File: src/rtl/multdiv_hazard_ctrl_if.sv
// Decode-side issue/hazard signals and mult/div unit handshake shared with the controller.
interface multdiv_hazard_ctrl_if;
  logic       issue_valid;
  logic       issue_is_div;
  logic [4:0] issue_rd;
  logic [4:0] src_a;
  logic [4:0] src_b;
  logic [4:0] dec_rd;
  logic       dec_writes;
  logic       md_ready;
  logic       md_exception;
  logic       md_ctrl_mult;
  logic       md_ctrl_div;
  logic       stall;
  logic       busy;
  logic       wb_steal;
  logic [4:0] wb_rd;
  logic       wb_exc;
  logic       timeout_err;

  modport master (
    output issue_valid, issue_is_div, issue_rd, src_a, src_b, dec_rd, dec_writes,
    output md_ready, md_exception,
    input  md_ctrl_mult, md_ctrl_div, stall, busy, wb_steal, wb_rd, wb_exc, timeout_err
  );

  modport slave (
    input  issue_valid, issue_is_div, issue_rd, src_a, src_b, dec_rd, dec_writes,
    input  md_ready, md_exception,
    output md_ctrl_mult, md_ctrl_div, stall, busy, wb_steal, wb_rd, wb_exc, timeout_err
  );
endinterface

File: src/rtl/multdiv_hazard_ctrl.sv
// Single-slot mult/div scheduler: start pulse one cycle after accept, RAW/WAW stall on the pending rd,
// one-cycle write-port steal after md_ready; decode is stalled while busy on hazard or a second issue.
module multdiv_hazard_ctrl #(
  parameter int MAX_CYCLES = 40
) (
  input logic                clock,
  input logic                reset,
  multdiv_hazard_ctrl_if.slave md
);
  localparam int CW = $clog2(MAX_CYCLES + 1);

  typedef enum logic [1:0] {IDLE, BUSY, WB} state_t;

  state_t          state, state_nx;
  logic [4:0]      pend_rd, pend_rd_nx;
  logic            pend_div, pend_div_nx;
  logic [CW-1:0]   cnt, cnt_nx;
  logic            exc_q, exc_nx;
  logic            first_q, first_nx;
  logic            timeout_q, timeout_nx;

  logic match_a, match_b, match_d, hazard;

  // $r0 is never a real destination, so it can't create a dependency.
  assign match_a = (md.src_a  == pend_rd) && (pend_rd != 5'd0);
  assign match_b = (md.src_b  == pend_rd) && (pend_rd != 5'd0);
  assign match_d = (md.dec_rd == pend_rd) && (pend_rd != 5'd0);
  assign hazard  = match_a || match_b || (md.dec_writes && match_d) || md.issue_valid;

  always_ff @(posedge clock) begin
    if (!reset) begin
      state     <= IDLE;
      pend_rd   <= 5'd0;
      pend_div  <= 1'b0;
      cnt       <= '0;
      exc_q     <= 1'b0;
      first_q   <= 1'b0;
      timeout_q <= 1'b0;
    end else begin
      state     <= state_nx;
      pend_rd   <= pend_rd_nx;
      pend_div  <= pend_div_nx;
      cnt       <= cnt_nx;
      exc_q     <= exc_nx;
      first_q   <= first_nx;
      timeout_q <= timeout_nx;
    end
  end

  always_comb begin
    state_nx    = state;
    pend_rd_nx  = pend_rd;
    pend_div_nx = pend_div;
    cnt_nx      = cnt;
    exc_nx      = exc_q;
    first_nx    = first_q;
    timeout_nx  = timeout_q;

    case (state)
      IDLE: begin
        if (md.issue_valid) begin
          pend_rd_nx  = md.issue_rd;
          pend_div_nx = md.issue_is_div;
          cnt_nx      = '0;
          first_nx    = 1'b1;
          state_nx    = BUSY;
        end
      end
      BUSY: begin
        // The start cycle counts toward residency but never samples md_ready.
        if (first_q) begin
          first_nx = 1'b0;
          cnt_nx   = cnt + CW'(1);
        end else if (md.md_ready) begin
          exc_nx   = md.md_exception;
          state_nx = WB;
        end else if (cnt == CW'(MAX_CYCLES - 1)) begin
          timeout_nx = 1'b1;
          pend_rd_nx = 5'd0;
          state_nx   = IDLE;
        end else begin
          cnt_nx = cnt + CW'(1);
        end
      end
      WB: begin
        pend_rd_nx = 5'd0;
        state_nx   = IDLE;
      end
      default: state_nx = IDLE;
    endcase
  end

  assign md.busy         = (state != IDLE);
  assign md.md_ctrl_mult = (state == BUSY) && first_q && !pend_div;
  assign md.md_ctrl_div  = (state == BUSY) && first_q && pend_div;
  assign md.stall        = ((state == BUSY) && hazard) || (state == WB);
  assign md.wb_steal     = (state == WB) && (pend_rd != 5'd0);
  assign md.wb_rd        = md.wb_steal ? pend_rd : 5'd0;
  assign md.wb_exc       = md.wb_steal ? exc_q : 1'b0;
  assign md.timeout_err  = timeout_q;
endmodule

File: src/flat_wrapper.sv
// flat-port wrapper written by rule: the top's interface ports become plain ports
module multdiv_hazard_ctrl_flat 
#(
  parameter int MAX_CYCLES = 40
)
  (clock, reset, md_issue_valid, md_issue_is_div, md_issue_rd, md_src_a, md_src_b, md_dec_rd, md_dec_writes, md_md_ready, md_md_exception, md_md_ctrl_mult, md_md_ctrl_div, md_stall, md_busy, md_wb_steal, md_wb_rd, md_wb_exc, md_timeout_err);
  multdiv_hazard_ctrl_if md_i ();
  input logic clock;
  input logic reset;
  input wire logic [$bits(md_i.issue_valid)-1:0] md_issue_valid;
  input wire logic [$bits(md_i.issue_is_div)-1:0] md_issue_is_div;
  input wire logic [$bits(md_i.issue_rd)-1:0] md_issue_rd;
  input wire logic [$bits(md_i.src_a)-1:0] md_src_a;
  input wire logic [$bits(md_i.src_b)-1:0] md_src_b;
  input wire logic [$bits(md_i.dec_rd)-1:0] md_dec_rd;
  input wire logic [$bits(md_i.dec_writes)-1:0] md_dec_writes;
  input wire logic [$bits(md_i.md_ready)-1:0] md_md_ready;
  input wire logic [$bits(md_i.md_exception)-1:0] md_md_exception;
  output wire logic [$bits(md_i.md_ctrl_mult)-1:0] md_md_ctrl_mult;
  output wire logic [$bits(md_i.md_ctrl_div)-1:0] md_md_ctrl_div;
  output wire logic [$bits(md_i.stall)-1:0] md_stall;
  output wire logic [$bits(md_i.busy)-1:0] md_busy;
  output wire logic [$bits(md_i.wb_steal)-1:0] md_wb_steal;
  output wire logic [$bits(md_i.wb_rd)-1:0] md_wb_rd;
  output wire logic [$bits(md_i.wb_exc)-1:0] md_wb_exc;
  output wire logic [$bits(md_i.timeout_err)-1:0] md_timeout_err;
  assign md_i.issue_valid = md_issue_valid;
  assign md_i.issue_is_div = md_issue_is_div;
  assign md_i.issue_rd = md_issue_rd;
  assign md_i.src_a = md_src_a;
  assign md_i.src_b = md_src_b;
  assign md_i.dec_rd = md_dec_rd;
  assign md_i.dec_writes = md_dec_writes;
  assign md_i.md_ready = md_md_ready;
  assign md_i.md_exception = md_md_exception;
  assign md_md_ctrl_mult = md_i.md_ctrl_mult;
  assign md_md_ctrl_div = md_i.md_ctrl_div;
  assign md_stall = md_i.stall;
  assign md_busy = md_i.busy;
  assign md_wb_steal = md_i.wb_steal;
  assign md_wb_rd = md_i.wb_rd;
  assign md_wb_exc = md_i.wb_exc;
  assign md_timeout_err = md_i.timeout_err;
  multdiv_hazard_ctrl #(.MAX_CYCLES(MAX_CYCLES)) u_core (.clock(clock), .reset(reset), .md(md_i));
endmodule
File: config.mk
export PLATFORM = sky130hd
export DESIGN_NAME = multdiv_hazard_ctrl_flat
export DESIGN_NICKNAME = d
export VERILOG_FILES = /design/src/rtl/multdiv_hazard_ctrl_if.sv /design/src/rtl/multdiv_hazard_ctrl.sv /design/src/flat_wrapper.sv
export SDC_FILE = /design/constraint.sdc
export NUM_CORES = 1
export LEC_CHECK = 0
export ABC_CLOCK_PERIOD_IN_PS = 1600
export CORE_MARGIN = 5
export CORE_UTILIZATION = 40
export DETAILED_ROUTE_END_ITERATION = 10
export DONT_BUFFER_PORTS = 1
export GPL_TIMING_DRIVEN = 0
export PLACE_DENSITY = 0.57
export RECOVER_POWER = 50
export SYNTH_ARGS = -nofsm -noshare
export SYNTH_HDL_FRONTEND = slang
export SYNTH_SLANG_ARGS = --single-unit
File: constraint.sdc
create_clock -name clock -period 1.6 [get_ports clock]
set_input_delay 0.32 -clock clock [delete_from_list [all_inputs] [get_ports clock]]
set_output_delay 0.32 -clock clock [all_outputs]
set_load 0.01 [all_outputs]
==> results of run 1 <==
==> cell families (layout without fill, tap and decap cells) <==
kind of cell    count (synthesis)  after routing  synth area share
simple gates                   67             67             0.302
compound gates                 23             23             0.144
buf+inv                        14             28            0.0436
xor+xnor                       15             15             0.109
fa+ha+maj                       5              5            0.0519
mux                             8              8            0.0665
flops                          17             17             0.282
==> critical path: stages (launching register included) <==
cell	delay, ns
dfxtp_2	0.39
xor2_1	0.18
nor3_1	0.20
nand3_1	0.14
a31oi_2	0.26
==> where the power goes <==
group / switching, W / internal (W) / leakage [nW] / total, W
registers: 0.0000417 / 0.000454 / 0.144 / 0.000495
logic: 0.000224 / 0.000227 / 0.469 / 0.000451
clock network: 0.000154 / 0.0000971 / 0.0150 / 0.000251
total: 0.000420 / 0.000778 / 0.629 / 0.00120
==> routing by layer <==
layer,GRT usage,up-vias
met4,0.0475,0
met5,0,-
met2,0.245,25
met3,0.0312,6
li1,-,547
met1,0.182,514
==> timing repair <==
action                                  4_1_cts  5_1_grt
pin swaps                                    14       10
gates resized for setup                      36       25
buffers inserted                              8        7
endpoints found under the setup margin       21       18
cloned                                        0        0
endpoints found under the hold margin         0        0
==> synthesized netlist by cell type, types with 2 or more instances <==
library cell / number
nor3_2: 2
a21oi_1: 4
nand2_1: 20
nor3_1: 4
a221oi_1: 3
xor2_1: 10
mux2i_1: 8
nand3_1: 6
or2_2: 2
nor2_1: 6
dfxtp_1: 17
a31oi_1: 2
ha_1: 5
nor2b_1: 4
and2_1: 7
o21ai_1: 3
nand3b_1: 6
inv_1: 4
or3_1: 3
xnor2_1: 5
clkbuf_1: 10
and3_1: 3
nand2b_1: 2
==> sequential cells by signal, summed over array words and instances (netlist names) <==
name / flops
u_core.pend_rd: 5
u_core.cnt: 6
u_core.pend_div: 1
u_core.first_q: 1
u_core.exc_q: 1
u_core.md.timeout_err: 1
u_core.state: 2
==> worst min-delay path by stage <==
stage | from | end | slack, ns | cells after the start
4_1_cts | md_issue_rd[0] | u_core.pend_rd[0] | 0.16 | 2
6_report | md_issue_rd[0] | u_core.pend_rd[0] | 0.15 | 2
2_1_floorplan | u_core.cnt[5] | u_core.cnt[5] | 0.44 | 2
3_3_place_gp | u_core.cnt[5] | u_core.cnt[5] | 0.46 | 2
5_1_grt | md_issue_rd[0] | u_core.pend_rd[0] | 0.15 | 2
3_5_place_dp | u_core.cnt[5] | u_core.cnt[5] | 0.47 | 2
==> cell type report <==
type | count | area, µm²
well taps | 33 | 41.3
flip-flops and latches | 17 | 365
plain buffers | 5 | 51.3
repair buffers | 15 | 124
multi-input cells | 118 | 965
clock buffers | 4 | 26.3
fillers | 283 | 1390
inverters | 4 | 20.0
==> stage by stage <==
stage                     setup WS, ns  cell area (µm²)  setup TNS (ns)  hold WS, ns
after floorplan                 0.0403             1210               0        0.445
after global routing            -0.265             1590          -0.978        0.148
after global placement          -0.144             1250          -0.624        0.458
after detailed placement        -0.172             1250          -0.964        0.467
after CTS                       -0.230             1460          -0.672        0.160
final                           -0.188             1590          -0.274        0.149
==> summary.txt, run 1 <==
Run status
  – Outcome: finished, violations left
  – Failing checks: setup timing

Drt
  – DR vias/cell: 5.57
  – Metal1 wirelength: 1370 µm
  – DRT antenna net count: 0
  – DR WL/cell: 16.6 µm
  – Starting DRT DRC Count: 60
  – Wirelength, routed: 3250 µm
  – Routed wl met3: 147 µm
  – Drt first pass iters: 4
  – Top Layer Used: met4
  – Residual DRC count: 0
  – Detailed-route via count: 1092
  – WL met2: 1700 µm

Final layout
  – Synth-to-Final Area Change: 32.2%
  – NumNets Final: 196
  – Antenna diodes: 0
  – Ratio of cells with drive above 1 in the final layout: 0.374
  – Finished Layout Cells: 196
  – Final core utilization: 0.535
  – Commonest non-fill, non-tap cell in the layout: nand2_1
  – Commonest cells after routing, fill and taps aside: nand2_1 (17), buf_4 (13), xor2_1 (10), mux2i_1 (8), dfxtp_1 (7)

Timing
  – Fmax: 0.559 GHz
  – Final hold vios: 0
  – Clk_skew: 0.0162 ns
  – Worst slew pin tran: 0.419 ns
  – Minimum clock period: 1.79 ns
  – Fin. max-slew vios: 0
  – Final setup vio count: 3
  – Headroom to the max-slew limit: 0.721
  – Final worst path period share: 1.12
  – Fin worst setup slack: -0.188 ns
  – Unrepaired setup endpoints after global routing: yes

Clocking
  – Hold Buf Count CTS: 0
  – CTS H-tree depth: 1
  – Reg clk slew, reported paths: 0.12 ns
  – Root buf cell: clkbuf_4
  – Number of CTS-inserted buffers: 3
  – Clock Latency Late Sink: 0.30 ns
  – CTS max path bufs: 2
  – CTS Sinks: 17
  – CTS tree: done

Die
  – Die width: 64.9 µm
  – Die H: 64.9 µm
  – Die footprint: 4210 µm²
  – FP Rows: 20
  – Core area: 2980 µm²
  – Starting Density: 0.405
  – Ports: 39

Power
  – Leak: 0.629 nW
  – Power Total: 0.00120 W
  – Power per cell area: 752 nW/µm²
  – Max VDD drop: 0.000315 V

Logic synthesis
  – Post-synth ARST share: 0
  – Syn nets: 181
  – Post-synth EDFFs: 0
  – Share of the synthesized area in the top cell type: 0.282
  – Yosys warns: 0
  – FF+latch count, synth: 17
  – Post-Syn Instances: 149
  – Cell taking the most area after synthesis: dfxtp_1
  – Post-synthesis cell type count: 36
  – Post-synthesis area per instance: 8.09 µm²
  – Area contributors post-synth: dfxtp_1 (28%), xor2_1 (7.3%), mux2i_1 (6.6%)
  – Post-synthesis cell area: 1200 µm²
  – Seq/Total Area, Yosys: 0.282
  – Top_reg_cell synth: dfxtp_1

Global route
  – First-pass GRT wire length: 4810 µm
  – Largest net degree at the start of global routing: 11
  – Tot GR Track Use: 0.145
  – Remaining global-route overflow: 0
  – Number of global-route vias before repair: 1005
  – Initial antenna violation count: 0

Critical path
  – CP required: 1.28 ns
  – Critical path class: reg -> out
  – Origin of the critical flop-to-flop path: u_core.cnt[4]
  – Critical Path Start Type: flip-flop
  – Crit. Startpoint: u_core.pend_rd[0]
  – Crit path to: md_stall
  – FF-to-FF path depth: 5
  – Critical Path End Type: primary output
  – Worst EP arrival: 1.47 ns
  – Critical Path Fanout Max: 6
  – Worst R2R End: u_core.cnt[1]
  – R2R setup slack: 0.01 ns

Placed design
  – Half-perimeter wire length after detailed placement: 2210 µm
  – Placed Instances: 182
  – Placer's final routability congestion estimate: 0.763
  – I/O Buffers: 0

Min path
  – Hold Crit Class: in -> reg

Job
  – Max Cap Violations: 0
Power figures use the tool's default switching activity.
==> run 2, diff against run 1 <==
Settings changed: GPL_TIMING_DRIVEN 0 to 1.
==> run 2 against run 1 <==
  * Critical path type unchanged
  * Critical path depth grew 1
  * Combinational power down 5.5%
  * Sequential share of layout area rose by 0.25 points
  * Highest routed layer is now met3
  * First-iteration DRC count is 53% lower
  * Core utilization fell by 2.6 points
  * The flow still finishes with violations (setup timing)
  * Power decreased by 5.0%
  * Clock skew down 0.012 ns
  * Sequential power down 3%
  * Clock power fell by 7%
==> summary.txt, run 2 (synthesis gave the netlist of run 1 again) <==
Critical path
  – FF-to-FF path depth: 7 (+2)
  – Critical Path End Type: primary output
  – CP required: 1.28 ns (about the same)
  – Worst R2R End: u_core.cnt[0]
  – R2R setup slack: -0.02 ns (-0.03 ns)
  – Worst EP arrival: 1.55 ns (+0.08 ns)
  – Origin of the critical flop-to-flop path: u_core.state[1]
  – Critical path cell sequence: xor2_1, nor4_2, a31oi_1, a31oi_1, buf_4
  – Crit path top cell by count: a31oi_1
  – Gate family responsible for the most delay along the worst path: flip-flops
  – Critical path class: reg -> out
  – Slowest CP cell: dfxtp_2
  – Critical Path Fanout Max: 2 (-4)
  – Max stage delay on crit path: 0.34 ns (-0.05 ns)
  – Critical Path Start Type: flip-flop
  – Worst path buffer plus inverter count: 1 (+1)

Die
  – Starting Density: 0.405 (unchanged)
  – Ports: 39 (unchanged)
  – Core area: 2980 µm² (unchanged)
  – FP Rows: 20 (unchanged)
  – Die width: 64.9 µm (unchanged)
  – Die footprint: 4210 µm² (unchanged)
  – Die H: 64.9 µm (unchanged)

Timing
  – Final worst path period share: 1.17 (+0.0544)
  – Fmax: 0.533 GHz (-4.6%)
  – Fin worst setup slack: -0.275 ns (-0.0870 ns)
  – Minimum clock period: 1.87 ns (+0.0870 ns)
  – Final hold vios: 0 (unchanged)
  – Worst slew pin tran: 0.295 ns (-0.124 ns)
  – Unrepaired setup endpoints after global routing: yes
  – Final setup vio count: 10 (+7)
  – Fin. max-slew vios: 0 (unchanged)
  – Clk_skew: 0.00442 ns (-0.0118 ns)
  – Headroom to the max-slew limit: 0.803 (+0.0817)

Global route
  – First-pass GRT wire length: 4700 µm (-2.3%)
  – Remaining global-route overflow: 0 (unchanged)
  – Largest net degree at the start of global routing: 27 (+16)
  – Initial antenna violation count: 0 (unchanged)
  – Tot GR Track Use: 0.139 (-0.00652)
  – Number of global-route vias before repair: 1082 (+7.7%)

Clocking
  – CTS H-tree depth: 1 (unchanged)
  – Reg clk slew, reported paths: 0.10 ns (-0.02 ns)
  – Number of CTS-inserted buffers: 3 (unchanged)
  – Root buf cell: clkbuf_4
  – CTS Sinks: 17 (unchanged)
  – Clock Latency Late Sink: 0.29 ns (about the same)
  – CTS tree: done
  – CTS max path bufs: 2 (unchanged)

Final layout
  – Largest Register: u_core.cnt
  – Antenna diodes: 0 (unchanged)
  – Commonest cells after routing, fill and taps aside: nand2_1 (18), buf_4 (13), xor2_1 (10), dfxtp_1 (10), mux2i_1 (8)
  – Synth-to-Final Area Change: 25.9%
  – Commonest non-fill, non-tap cell in the layout: nand2_1
  – NumNets Final: 196 (unchanged)
  – Ratio of cells with drive above 1 in the final layout: 0.344 (-0.0307)
  – Max FFs per register: 6 (unchanged)
  – Regs by FF count: u_core.cnt (6), u_core.pend_rd (5), u_core.state (2)
  – Final core utilization: 0.509 (-0.0256)

Drt
  – DR vias/cell: 5.43 (-2.6%)
  – Residual DRC count: 0 (unchanged)
  – DRT antenna net count: 0 (unchanged)
  – DR WL/cell: 15.3 µm (-7.6%)
  – Starting DRT DRC Count: 28 (-53%)
  – Detailed-route via count: 1064 (-2.6%)
  – Drt first pass iters: 4 (unchanged)
  – Wirelength, routed: 3010 µm (-7.6%)

Run status
  – Failing checks: setup timing
  – Outcome: finished, violations left

Min path
  – HP Start: reset
  – Hold Crit Class: in -> reg
  – Hold depth: 1 (-1)
  – Hold EP: u_core.state[1]

Power
  – Power per cell area: 750 nW/µm² (-0.18%)
  – Max VDD drop: 0.000404 V (+29%)
  – Leak: 0.615 nW (-2.2%)
  – Power Total: 0.00114 W (-5.0%)

Placed design
  – Worst slack at placement: 0.000366 ns (+0.172 ns)
  – Half-perimeter wire length after detailed placement: 2250 µm (+1.7%)
  – I/O Buffers: 0 (unchanged)
  – Placer's final routability congestion estimate: 0.778 (+2.0%)

Job
  – Max Cap Violations: 0 (unchanged)
## run 2: area by class of cell
type	count	area [µm²]
fillers	307	1460
multi-input cells	118	908
flip-flops and latches	17	352
repair buffers	20	173
well taps	33	41.3
clock buffers	3	22.5
inverters	4	15.0
clock inverters	1	5.00
## run 2: worst max-delay path by stage
| stage | start | to | depth (start not counted) |
|---|---|---|---|
| 2_1_floorplan | u_core.state[0] | md_stall | 5 |
| 3_3_place_gp | u_core.pend_rd[3] | md_stall | 5 |
| 3_5_place_dp | u_core.pend_rd[3] | md_stall | 5 |
| 4_1_cts | u_core.pend_rd[4] | md_stall | 6 |
| 5_1_grt | u_core.pend_rd[3] | md_stall | 6 |
| 6_report | u_core.pend_rd[3] | md_stall | 5 |
## run 2: routing by layer
layer  vias to the layer above  share of wire  GRT usage
met2                        20           0.54      0.252
met3                         0          0.042     0.0520
met5                         -              0          0
met4                         0              0     0.0158
met1                       502           0.42      0.158
li1                        542              -          -
## run 2: timing repair
action,in CTS,in global routing
gates cloned,0,0
resized for setup,18,21
pin swaps,9,8
setup buffers,3,1
setup endpoints to repair,5,21
hold buffers,0,0
## run 2: where the power goes
group,total [W],switching (W),internal [W],leakage [nW]
clock,0.000233,0.000140,0.0000930,0.0177
combinational,0.000426,0.000208,0.000218,0.455
sequential,0.000478,0.0000246,0.000454,0.142
total,0.00114,0.000373,0.000765,0.615
## run 2: metrics by stage
stage | instances | area (µm²) | TNS (ns) | hold slack (ns)
floorplan | 149 | 1210 | 0 | 0.445
global placement | 189 | 1340 | 0 | 0.445
detailed placement | 189 | 1340 | 0 | 0.448
CTS | 195 | 1440 | -0.235 | 0.126
global route | 196 | 1520 | -1.63 | 0.126
finish | 196 | 1520 | -0.523 | 0.142
==> run 3, diff against run 2 <==
==> constraint.sdc (replaced) <==
create_clock -name clock -period 1.6 [get_ports clock]
set_input_delay 0.32 -clock clock [delete_from_list [all_inputs] [get_ports clock]]
set_output_delay 0.32 -clock clock [all_outputs]
set_load 0.02 [all_outputs]
==> run 3 against run 2 <==
  * Sequential share of layout area shrank 0.94 points
  * Clock skew is essentially flat
  * Core utilization grew 3.3 points
  * Critical path depth grew 1
  * Via count grew 3.9%
  * Cell count grew 1.0%
  * Sequential cell count is the same
  * The run still ends with setup timing left
==> summary.txt, run 3 (synthesis gave the netlist of run 1 again) <==
Run status
  – Outcome: finished, violations left
  – Failing checks: setup timing

Clocking
  – CTS Sinks: 17 (unchanged)
  – Reg clk slew, reported paths: 0.10 ns (about the same)
  – Clock Latency Late Sink: 0.29 ns (about the same)
  – CTS max path bufs: 2 (unchanged)
  – Number of CTS-inserted buffers: 3 (unchanged)
  – CTS H-tree depth: 1 (unchanged)
  – Hold Buf Count CTS: 0 (unchanged)
  – Root buf cell: clkbuf_4
  – CTS tree: done

Global route
  – Initial antenna violation count: 0 (unchanged)
  – Largest net degree at the start of global routing: 27 (unchanged)
  – Tot GR Track Use: 0.151 (+0.0127)
  – Number of global-route vias before repair: 1119 (+3.4%)
  – Remaining global-route overflow: 0 (unchanged)
  – First-pass GRT wire length: 5090 µm (+8.2%)

Drt
  – Detailed-route via count: 1105 (+3.9%)
  – Drt first pass iters: 4 (unchanged)
  – DRT antenna net count: 0 (unchanged)
  – DR vias/cell: 5.58 (+2.8%)
  – Residual DRC count: 0 (unchanged)
  – DR WL/cell: 15.6 µm (+1.8%)
  – Wirelength, routed: 3090 µm (+2.8%)
  – Starting DRT DRC Count: 35 (+25%)

Critical path
  – CP required: 1.28 ns (about the same)
  – FF-to-FF path depth: 4 (-3)
  – Critical Path End Type: primary output
  – Origin of the critical flop-to-flop path: u_core.cnt[3]
  – Critical path class: reg -> out
  – Critical Path Start Type: flip-flop
  – R2R setup slack: -0.05 ns (-0.03 ns)
  – Worst EP arrival: 1.60 ns (+0.05 ns)
  – Worst R2R End: u_core.state[1]
  – Critical Path Fanout Max: 2 (unchanged)

Final layout
  – NumNets Final: 198 (+1.0%)
  – Commonest non-fill, non-tap cell in the layout: nand2_1
  – Commonest cells after routing, fill and taps aside: nand2_1 (16), buf_4 (12), dfxtp_1 (10), xor2_1 (9)
  – Largest Register: u_core.cnt
  – Regs by FF count: u_core.cnt (6), u_core.pend_rd (5), u_core.state (2)
  – Finished Layout Cells: 198 (+1.0%)
  – Max FFs per register: 6 (unchanged)
  – Ratio of cells with drive above 1 in the final layout: 0.418 (+0.0746)
  – Synth-to-Final Area Change: 34.0%
  – Antenna diodes: 0 (unchanged)

Placed design
  – Placer's final routability congestion estimate: 0.793 (+2.0%)
  – Placed Instances: 185 (-2.1%)
  – Half-perimeter wire length after detailed placement: 2250 µm (about the same)
  – I/O Buffers: 0 (unchanged)

Die
  – Core area: 2980 µm² (unchanged)
  – Ports: 39 (unchanged)
  – FP Rows: 20 (unchanged)
  – Die H: 64.9 µm (unchanged)
  – Starting Density: 0.405 (unchanged)
  – Die width: 64.9 µm (unchanged)
  – Die footprint: 4210 µm² (unchanged)

Timing
  – Final worst path period share: 1.20 (+0.0309)
  – Fmax: 0.520 GHz (-2.6%)
  – Fin worst setup slack: -0.324 ns (-0.0495 ns)
  – Final hold vios: 0 (unchanged)
  – Unrepaired setup endpoints after global routing: yes
  – Headroom to the max-slew limit: 0.776 (-0.0264)
  – Clk_skew: 0.00397 ns (-0.000448 ns)
  – Setup TNS: -0.684 ns (-0.162 ns)
  – Minimum clock period: 1.92 ns (+0.0495 ns)
  – Fin. max-slew vios: 0 (unchanged)
  – Final setup vio count: 8 (-2)
  – Worst slew pin tran: 0.334 ns (+0.0394 ns)

Power
  – Power per cell area: 754 nW/µm² (+0.44%)
  – Leak: 0.638 nW (+3.7%)
  – Max VDD drop: 0.000444 V (+9.8%)

Min path
  – Hold EP: u_core.state[1]
  – Hold Crit Class: in -> reg
  – Hold depth: 1 (unchanged)
  – HP Start: reset

Job
  – Max Cap Violations: 0 (unchanged)
## run 3: worst max path at each step
| stage | startpoint | end | slack, ns | depth (start not counted) |
|---|---|---|---|---|
| floorplan | u_core.state[1] | md_stall | 0.006 | 6 |
| global placement | u_core.state[0] | md_stall | 0.01 | 6 |
| detailed placement | u_core.pend_rd[3] | md_stall | -0.02 | 5 |
| CTS | u_core.pend_rd[1] | md_stall | -0.31 | 5 |
| global route | u_core.pend_rd[3] | md_stall | -0.42 | 5 |
| finish | u_core.state[0] | md_stall | -0.32 | 6 |
## run 3: critical path: stages, from the launching register on
cell	delay [ns]
dfxtp_1	0.36
inv_1	0.07
ha_2	0.19
or2_4	0.25
a31oi_2	0.16
a31oi_2	0.10
buf_4	0.17
## run 3: report_power, final
group          switching [W]  internal [W]  total, W
clock network       0.000141     0.0000931  0.000234
registers          0.0000420      0.000452  0.000494
logic               0.000236      0.000253  0.000488
## run 3: cell type report
class / instances / area, µm²
Timing Repair Buffer: 22 / 189
Clock buffer: 3 / 22.5
Inverter: 4 / 20.0
Multi-Input combinational cell: 118 / 977
Clock inverter: 1 / 5.00
Tap cell: 33 / 41.3
Sequential cell: 17 / 359
Fill cell: 261 / 1360
## run 3: through the flow
step	setup WS (ns)	hold WS, ns	area (µm²)	total power, W	util
after floorplan	0.00611	0.445	1220	0.000745	-
after global placement	0.0132	0.446	1320	0.000819	0.442
after detailed placement	-0.0224	0.450	1320	0.000830	0.442
after CTS	-0.313	0.124	1450	0.00112	0.487
after global routing	-0.418	0.111	1610	0.00130	0.542
final	-0.324	0.142	1610	0.00122	0.542
## run 3: metal layers
layer	vias up	track usage	part of all wire
met3	2	0.0416	0.042
met4	0	0.0237	0.0026
met2	18	0.263	0.51
met1	542	0.188	0.44
met5	-	0	0
li1	543	-	-
## run 3: what timing repair did
| item | CTS | global route |
|---|---|---|
| setup buffers | 5 | 5 |
| pin swaps | 7 | 11 |
| setup endpoints to repair | 6 | 23 |
| gates resized for setup | 29 | 37 |
